**src/rtl/gated_latch_bank.sv**
```systemverilog
// rtl/gated_latch_bank.sv - multi-channel clocked gated latch with post-freeze hold window
// Each channel runs a CLOSED/OPEN/HOLD FSM; re-open attempts during HOLD are flagged and counted.
module gated_latch_bank #(
  parameter int WIDTH       = 8,
  parameter int CHANNELS    = 4,
  parameter int HOLD_CYCLES = 3
) (
  input  logic                      clock,
  input  logic                      reset,
  input  logic [CHANNELS-1:0]       gate,
  input  logic [CHANNELS-1:0]       clear,
  input  logic [CHANNELS*WIDTH-1:0] d,
  output logic [CHANNELS*WIDTH-1:0] q,
  output logic [CHANNELS-1:0]       held,
  output logic [CHANNELS-1:0]       violation,
  output logic [7:0]                viol_count
);

  localparam int CW = (HOLD_CYCLES < 2) ? 1 : $clog2(HOLD_CYCLES + 1);
  localparam logic [CW-1:0] HOLD_INIT = CW'((HOLD_CYCLES > 0) ? HOLD_CYCLES - 1 : 0);

  typedef enum logic [1:0] {
    CLOSED = 2'd0,
    OPEN   = 2'd1,
    HOLD   = 2'd2
  } state_t;

  state_t                    state_q [CHANNELS];
  state_t                    state_d [CHANNELS];
  logic   [CW-1:0]           cnt_q   [CHANNELS];
  logic   [CW-1:0]           cnt_d   [CHANNELS];
  logic   [CHANNELS*WIDTH-1:0] q_d;
  logic   [CHANNELS-1:0]     held_d;
  logic   [CHANNELS-1:0]     viol_d;
  logic   [9:0]              viol_sum;
  logic   [7:0]              viol_count_d;

  always_comb begin
    q_d      = q;
    held_d   = '1;
    viol_d   = '0;
    viol_sum = {2'b00, viol_count};
    for (int i = 0; i < CHANNELS; i++) begin
      state_d[i] = state_q[i];
      cnt_d[i]   = cnt_q[i];
      if (clear[i]) begin
        state_d[i]               = CLOSED;
        cnt_d[i]                 = '0;
        q_d[i*WIDTH +: WIDTH]    = '0;
      end else begin
        case (state_q[i])
          CLOSED: begin
            if (gate[i]) begin
              state_d[i]            = OPEN;
              q_d[i*WIDTH +: WIDTH] = d[i*WIDTH +: WIDTH];
            end
          end
          OPEN: begin
            if (gate[i]) begin
              q_d[i*WIDTH +: WIDTH] = d[i*WIDTH +: WIDTH];
            end else if (HOLD_CYCLES == 0) begin
              state_d[i] = CLOSED;
            end else begin
              state_d[i] = HOLD;
              cnt_d[i]   = HOLD_INIT;
            end
          end
          HOLD: begin
            // gate is only observed here to flag the attempt; it never reopens from HOLD
            viol_d[i] = gate[i];
            if (cnt_q[i] == '0) begin
              state_d[i] = CLOSED;
            end else begin
              cnt_d[i] = cnt_q[i] - CW'(1);
            end
          end
          default: begin
            state_d[i] = CLOSED;
            cnt_d[i]   = '0;
          end
        endcase
      end
      held_d[i] = (state_d[i] != OPEN);
      viol_sum  = viol_sum + {9'd0, viol_d[i]};
    end
    viol_count_d = (viol_sum > 10'd255) ? 8'd255 : viol_sum[7:0];
  end

  always_ff @(posedge clock) begin
    if (reset) begin
      for (int i = 0; i < CHANNELS; i++) begin
        state_q[i] <= CLOSED;
        cnt_q[i]   <= '0;
      end
      q          <= '0;
      held       <= '1;
      violation  <= '0;
      viol_count <= '0;
    end else begin
      for (int i = 0; i < CHANNELS; i++) begin
        state_q[i] <= state_d[i];
        cnt_q[i]   <= cnt_d[i];
      end
      q          <= q_d;
      held       <= held_d;
      violation  <= viol_d;
      viol_count <= viol_count_d;
    end
  end

endmodule

```
**config.mk**
```make
export PLATFORM = sky130hd
export DESIGN_NAME = gated_latch_bank
export DESIGN_NICKNAME = d
export VERILOG_FILES = /design/src/rtl/gated_latch_bank.sv
export SDC_FILE = /design/constraint.sdc
export NUM_CORES = 1
export LEC_CHECK = 0
export CAP_MARGIN = 25
export CORE_AREA = 2 2 91 93
export CTS_CLUSTER_DIAMETER = 200
export DETAILED_ROUTE_END_ITERATION = 8
export DIE_AREA = 0 0 93 95
export HOLD_SLACK_MARGIN = 0.03
export PLACE_DENSITY = 0.68
export SLEW_MARGIN = 20
export SYNTH_ARGS = -nofsm -noshare
export SYNTH_HDL_FRONTEND = slang
export SYNTH_SLANG_ARGS = --single-unit
```
**constraint.sdc**
```tcl
create_clock -name clock -period 3.4 [get_ports clock]
set_input_delay 0.68 -clock clock [delete_from_list [all_inputs] [get_ports clock]]
set_output_delay 0.68 -clock clock [all_outputs]
set_load 0.02 [all_outputs]
```
==> results of run 1 <==
-- cells in the mapped netlist (all sizes together) (2+ instances only) --
cell type / instances / share of area [%]
o31ai: 4 / 0.98
nand3: 6 / 0.98
o2111ai: 4 / 1.1
a2111o: 3 / 1.1
nor2: 48 / 5.9
o32ai: 4 / 1.1
clkbuf: 4 / 0.49
o21bai: 4 / 0.98
mux2i: 32 / 10
and2b: 2 / 0.49
nand3b: 2 / 0.49
o21ai: 15 / 3.9
nor4b: 2 / 0.57
or2: 4 / 0.81
xnor2: 2 / 0.57
a211oi: 2 / 0.90
dfxtp: 64 / 42
inv: 21 / 2.6
ha: 21 / 8.5
fa: 3 / 2.0
nand2: 25 / 3.5
nor2b: 12 / 2.4
and3b: 3 / 0.85
nor3: 2 / 0.33
o311a: 2 / 0.69
buf: 6 / 0.94
a21oi: 24 / 3.9
-- critical path, delay by kind of cell --
family                   cells  cell delay [ns]
adder cells (fa/ha/maj)      3             1.08
AND/OR/NAND/NOR              3             0.73
buffers and inverters        3             0.60
AO/OA/AOI/OAI                1             0.16
-- layer usage --
layer | up-vias | global-route usage [%] | share of wire, %
met5 | - | 0 | 0
met4 | 0 | 8.33 | 2.2
met3 | 9 | 2.63 | 3.4
met2 | 53 | 25.9 | 47
met1 | 1179 | 18.9 | 47
li1 | 1315 | - | -
-- layout make-up --
type                    count  area (sq um)  area share, %
flip-flops and latches     64          1280           29.6
multi-input cells         232          1670           38.6
clock inverters             6          82.6           1.91
inverters                  21          78.8           1.82
clock buffers              10           138           3.18
repair buffers             96           943           21.8
well taps                 105           131           3.04
-- through the flow --
step                      worst slack [ns]  cell area (sq um)  hold WS (ns)  utilization, %  total power [mW]
after floorplan                      0.669               3080         0.432               -             0.918
after global placement               0.113               4110         0.439            51.8              1.02
after detailed placement            0.0884               4110         0.446            51.8              1.03
after CTS                            0.434               4330         0.455            54.6              1.76
after global routing                 0.261               4330         0.481            54.6              1.81
final                                0.414               4330         0.451            54.6              1.73
-- cell families after synthesis --
family / synth area share [%]
compound gates: 15.4
mux: 10.4
fa+ha+maj: 10.5
flops: 41.7
buf+inv: 3.99
simple gates: 17.5
xor+xnor: 0.570
-- registers in the layout, indices dropped and copies added (netlist names) --
name        cells
violation       4
q              32
viol_count      8
cnt_q           8
state_q         8
held            4
-- report_power, final --
part           switching [mW]  internal (mW)  total [mW]
Sequential             0.0103          0.769       0.779
Clock                   0.290          0.429       0.719
Combinational           0.108          0.122       0.229
Total                   0.408           1.32        1.73
-- worst max-delay path by stage --
stage	endpoint	cells after the start	from	slack, ns
finish	viol_count[0]$_SDFF_PP0_	10	clear[0]	0.41
global route	viol_count[1]$_SDFF_PP0_	10	clear[0]	0.26
CTS	viol_count[0]$_SDFF_PP0_	10	clear[0]	0.43
detailed placement	viol_count[0]$_SDFF_PP0_	10	clear[0]	0.09
global placement	viol_count[0]$_SDFF_PP0_	10	clear[0]	0.11
floorplan	viol_count[0]$_SDFF_PP0_	9	clear[0]	0.67
==> run metrics, run 1 <==
status finished clean; Final ANT Viol Nets 0; Via Count 2556; worst r2r src state_q[0][0]$_SDFF_PP0_; CTS max path bufs 2; initial DRC count 66; H-tree depth 3; DIE HEIGHT 95 microns; post-synthesis sequential area ratio 41.7%; unrepaired setup endpoints after global routing no; GRT overflow 0; #FFs+latches synth 64; diode count 0; Hold/Removal Path Class register to register; Core Area 0.00793 sq mm; TritonCTS clock tree done; routed wire length 6.38 mm; crit-path max cell delay 0.51 ns; Synth async-reset ratio 0%; placed insts 518; cts bufs inserted 9; Initial Utilization 38.8%; Yosys warning total 0; RePlAce Congestion 0.828; clk_skew 0.00743 ns; DR WL/cell 11.9 microns; num rows 33; worst path cell trace clkdlybuf4s50_1 -> and3b_1 -> fa_1 -> inv_1 -> fa_1 -> inv_1 -> fa_1 -> nand2_1 -> or3_1 -> a21oi_1; EDFF count, synth 0; post-DP HPWL 4.87 mm; Final min period 2.99 ns; DIE WIDTH 93 microns; Pwr Density 399 mW/mm^2; CP startpoint kind input pin; worst-path fanout max 4; Resize count post-CTS 0; final setup vio count 0; CP Data Required Time 3.66 ns; Setup TNS 0 ns; clock sinks 64; post-CTS setup buffers 0; Hold EP cnt_q[2][1]$_SDFFE_PP0P_; initial antenna violation count 0; largest net degree at the start of global routing 17; most frequent CP cell fa_1; Worst Setup End Kind register; max-cap check violation count 0; Post-Syn Instances 327; top_reg_cell synth dfxtp_1; Crit Path Class input pin to register; post-synthesis cell area 0.00308 sq mm; Pins Over Slew Limit 0; vias per inst 4.79; GRT Util Overall 15.4%; PortBufs 89; Residual DRC 0; share of cells above drive strength 1 9.32%; Reg2Reg Setup Slack 0.53 ns; Worst Max-Slew Pin Slew 0.373 ns; fill cell count 730; Hold Buf Count CTS 0; first-pass GRT wire length 11.0 mm; number of global-route vias before repair 2484; R2R Path End viol_count[0]$_SDFF_PP0_; FF-to-FF path depth 11; Worst-path clk slew 0.07 ns; Static Leak 1.71 nW; Finished Layout Cells 534; area added between synthesis and finish 40.7%; Final period util 87.8%; Final Hold Fails 0; Peak VDD IR 0.183 mV; slowest CP cell fa_1; CTS Root Cell clkbuf_8; Slew HR 75.0%; most frequent cells in the layout clkdlybuf4s50_1 (89), dfxtp_1 (64), nor2_1 (48); die area 0.00884 sq mm; hold path cells 2; commonest non-fill, non-tap cell in the layout clkdlybuf4s50_1; Critical Path AT 3.25 ns; Detailed Routing Iterations Pass 1 4; Yosys cell types 38; hold_sp cnt_q[2][1]$_SDFFE_PP0P_; synthesized area per cell 9.41 sq um; Clock Latency Late Sink 0.34 ns; Syn Nets 393; Ports 90; # nets final 490; Max Freq 0.335 GHz
Note: power is estimated with default switching activity, not from simulation.
==> run 2, diff against run 1 <==
--- a/config.mk
+++ b/config.mk
@@ -6,12 +6,11 @@
 export NUM_CORES = 1
 export LEC_CHECK = 0
 export CAP_MARGIN = 25
-export CORE_AREA = 2 2 91 93
+export CORE_AREA = 2 2 103 105
 export CTS_CLUSTER_DIAMETER = 200
 export DETAILED_ROUTE_END_ITERATION = 8
-export DIE_AREA = 0 0 93 95
+export DIE_AREA = 0 0 105 107
 export HOLD_SLACK_MARGIN = 0.03
-export PLACE_DENSITY = 0.68
 export SLEW_MARGIN = 20
 export SYNTH_ARGS = -nofsm -noshare
 export SYNTH_HDL_FRONTEND = slang
==> constraint.sdc (replaced) <==
create_clock -name clock -period 3.4 [get_ports clock]
set_input_delay 0.68 -clock clock [delete_from_list [all_inputs] [get_ports clock]]
set_output_delay 0.68 -clock clock [all_outputs]
set_load 0.005 [all_outputs]
==> run 2 against run 1 <==
Compared with the run above: highest routed layer unchanged; worst setup slack lost 0.016 ns; largest power group unchanged; non-clock buffer count up 2; sequential power is essentially flat; register-to-register slack got worse by 0.02 ns.
==> run metrics, run 2 (synthesis gave the netlist of run 1 again) <==
post-DP HPWL 5.17 mm (was 4.87 mm); DIE WIDTH 105 microns (was 93 microns); register area 0.00128 sq mm (unchanged); H-tree depth 3 (unchanged); Core Area 0.0101 sq mm (was 0.00793 sq mm); clk_skew 0.0103 ns (was 0.00743 ns); CTS max path bufs 2 (unchanged); num rows 37 (was 33); Peak VDD IR 0.147 mV (was 0.183 mV); final non-filler cell area 0.00433 sq mm (about the same); # nets final 492 (was 490); Ports 90 (unchanged); register share of total power 49.6% (was 45.1%); status finished clean (unchanged); share of cells above drive strength 1 9.74% (was 9.32%); Critical Path AT 3.27 ns (was 3.25 ns); largest net degree at the start of global routing 17 (unchanged); largest delay contributor family on the critical path adder cells (unchanged); Final Core Density 42.9% (was 54.6%); largest reg by FF count q (unchanged); placed insts 551 (was 518); routed wire length 6.97 mm (was 6.38 mm); Setup TNS 0 ns (unchanged); Final ANT Viol Nets 0 (unchanged); commonest non-fill, non-tap cell in the layout clkdlybuf4s50_1 (unchanged); most frequent cells in the layout clkdlybuf4s50_1 (89), dfxtp_1 (64), nor2_1 (48) (unchanged); DR WL/cell 12.3 microns (was 11.9 microns); cts bufs inserted 9 (unchanged); Static Leak 1.69 nW (was 1.71 nW); multi-input logic area 0.00167 sq mm (unchanged); first-pass GRT wire length 12.0 mm (was 11.0 mm); area added between synthesis and finish 40.9% (was 40.7%); Initial Utilization 30.5% (was 38.8%); Final min period 3.00 ns (was 2.99 ns); Via Count 2588 (was 2556); clock sinks 64 (unchanged); dpl cell area 0.00416 sq mm (was 0.00411 sq mm); unrepaired setup endpoints after global routing no (unchanged); number of global-route vias before repair 2601 (was 2484); worst-path fanout max 4 (unchanged); diode count 0 (unchanged); Buf+Inv Stages, Crit Path 3 (unchanged); Residual DRC 0 (unchanged); PortBufs 89 (unchanged); vias per inst 4.56 (was 4.79); CP Data Required Time 3.67 ns (was 3.66 ns); Finished Layout Cells 567 (was 534); Slew HR 52.7% (was 75.0%); initial DRC count 51 (was 66); Resize count post-CTS 0 (unchanged); RePlAce Congestion 0.761 (was 0.828); Hold Buf Count CTS 0 (unchanged); die area 0.0112 sq mm (was 0.00884 sq mm); Clk network pwr share 36.8% (was 41.6%); GRT Util Overall 13.2% (was 15.4%); Worst-path clk slew 0.07 ns (about the same); post-CTS setup buffers 0 (unchanged); Detailed Routing Iterations Pass 1 4 (unchanged); Clock Latency Late Sink 0.35 ns (was 0.34 ns); Pwr Density 363 mW/mm^2 (was 399 mW/mm^2); Crit Path Class input pin to register (unchanged); DIE HEIGHT 107 microns (was 95 microns); TritonCTS clock tree done (unchanged); Logic pwr share 13.6% (was 13.3%); CP startpoint kind input pin (unchanged); Worst Setup End Kind register (unchanged); Worst Max-Slew Pin Slew 0.707 ns (was 0.373 ns); fill cell count 1034 (was 730); total power 1.57 mW (was 1.73 mW); GRT overflow 0 (unchanged); crit-path max cell delay 0.51 ns (about the same); max-cap check violation count 0 (unchanged); most frequent CP cell fa_1 (unchanged); Hold/Removal Path Class register to register (unchanged); slowest CP cell fa_1 (unchanged); final setup vio count 0 (unchanged); CTS Root Cell clkbuf_8 (unchanged); Final Hold Fails 0 (unchanged); worst path cell trace clkdlybuf4s50_1 -> and3b_1 -> fa_1 -> inv_1 -> fa_1 -> inv_1 -> fa_1 -> nand2_1 -> or3_1 -> a21oi_1 (unchanged); Pins Over Slew Limit 0 (unchanged); NetSw 402 uW (was 408 uW); initial antenna violation count 0 (unchanged); internal power 1.17 mW (was 1.32 mW); max FFs per register 32 (unchanged); switch share 25.6% (was 23.6%); Final period util 88.3% (was 87.8%); Max Freq 0.333 GHz (was 0.335 GHz)
[run 2: changes by cell type in the layout (fill, tap and decap cells not counted)]
cell / previous run / this run
bufinv_16: 2 / 0
clkinv_2: 3 / 4
clkinvlp_4: 1 / 2
buf_4: 7 / 9
[run 2: final timing paths]
kind	start	to	slack [ns]	cells past startpoint
setup reg to reg	state_q[0][0]$_SDFF_PP0_	viol_count[0]$_SDFF_PP0_	0.51	11
setup / recovery	clear[0]	viol_count[0]$_SDFF_PP0_	0.40	10
hold reg to reg	cnt_q[0][0]$_SDFFE_PP0P_	cnt_q[0][0]$_SDFFE_PP0P_	0.45	2
hold / removal	cnt_q[0][0]$_SDFFE_PP0P_	cnt_q[0][0]$_SDFFE_PP0P_	0.45	2
[run 2: cell type report]
class | count | area share [%]
Multi-Input combinational cell | 232 | 38.6
Tap cell | 136 | 3.93
Sequential cell | 64 | 29.6
Clock buffer | 10 | 3.18
Inverter | 21 | 1.82
Timing Repair Buffer | 98 | 22.1
Clock inverter | 6 | 0.809
[run 2: tightest hold or removal path: cells and delay by family, from the launching register on]
family,cells,cell delay [ns]
flops,1,0.31
simple gates,1,0.05
compound gates,1,0.05
[run 2: routing by layer]
layer	wire [microns]	GRT usage (%)	vias to the layer above
li1	-	-	1328
met1	3220	16.0	1183
met2	3220	21.2	69
met3	435	5.17	8
met4	99	4.76	0
met5	0	0	-
[run 2: per-stage QoR]
stage | setup slack (ns) | hold WS, ns
after floorplan | 0.676 | 0.432
after global placement | 0.105 | 0.441
after detailed placement | 0.0182 | 0.445
after CTS | 0.372 | 0.454
after global routing | 0.228 | 0.473
final | 0.398 | 0.450
[run 2: power groups by stage]
stage	registers (mW)	clock network (mW)	logic [mW]
6_report	0.780	0.578	0.214
5_1_grt	0.782	0.638	0.233
4_1_cts	0.780	0.601	0.216
3_5_place_dp	0.796	0	0.215
3_3_place_gp	0.796	0	0.213
2_1_floorplan	0.797	0	0.103
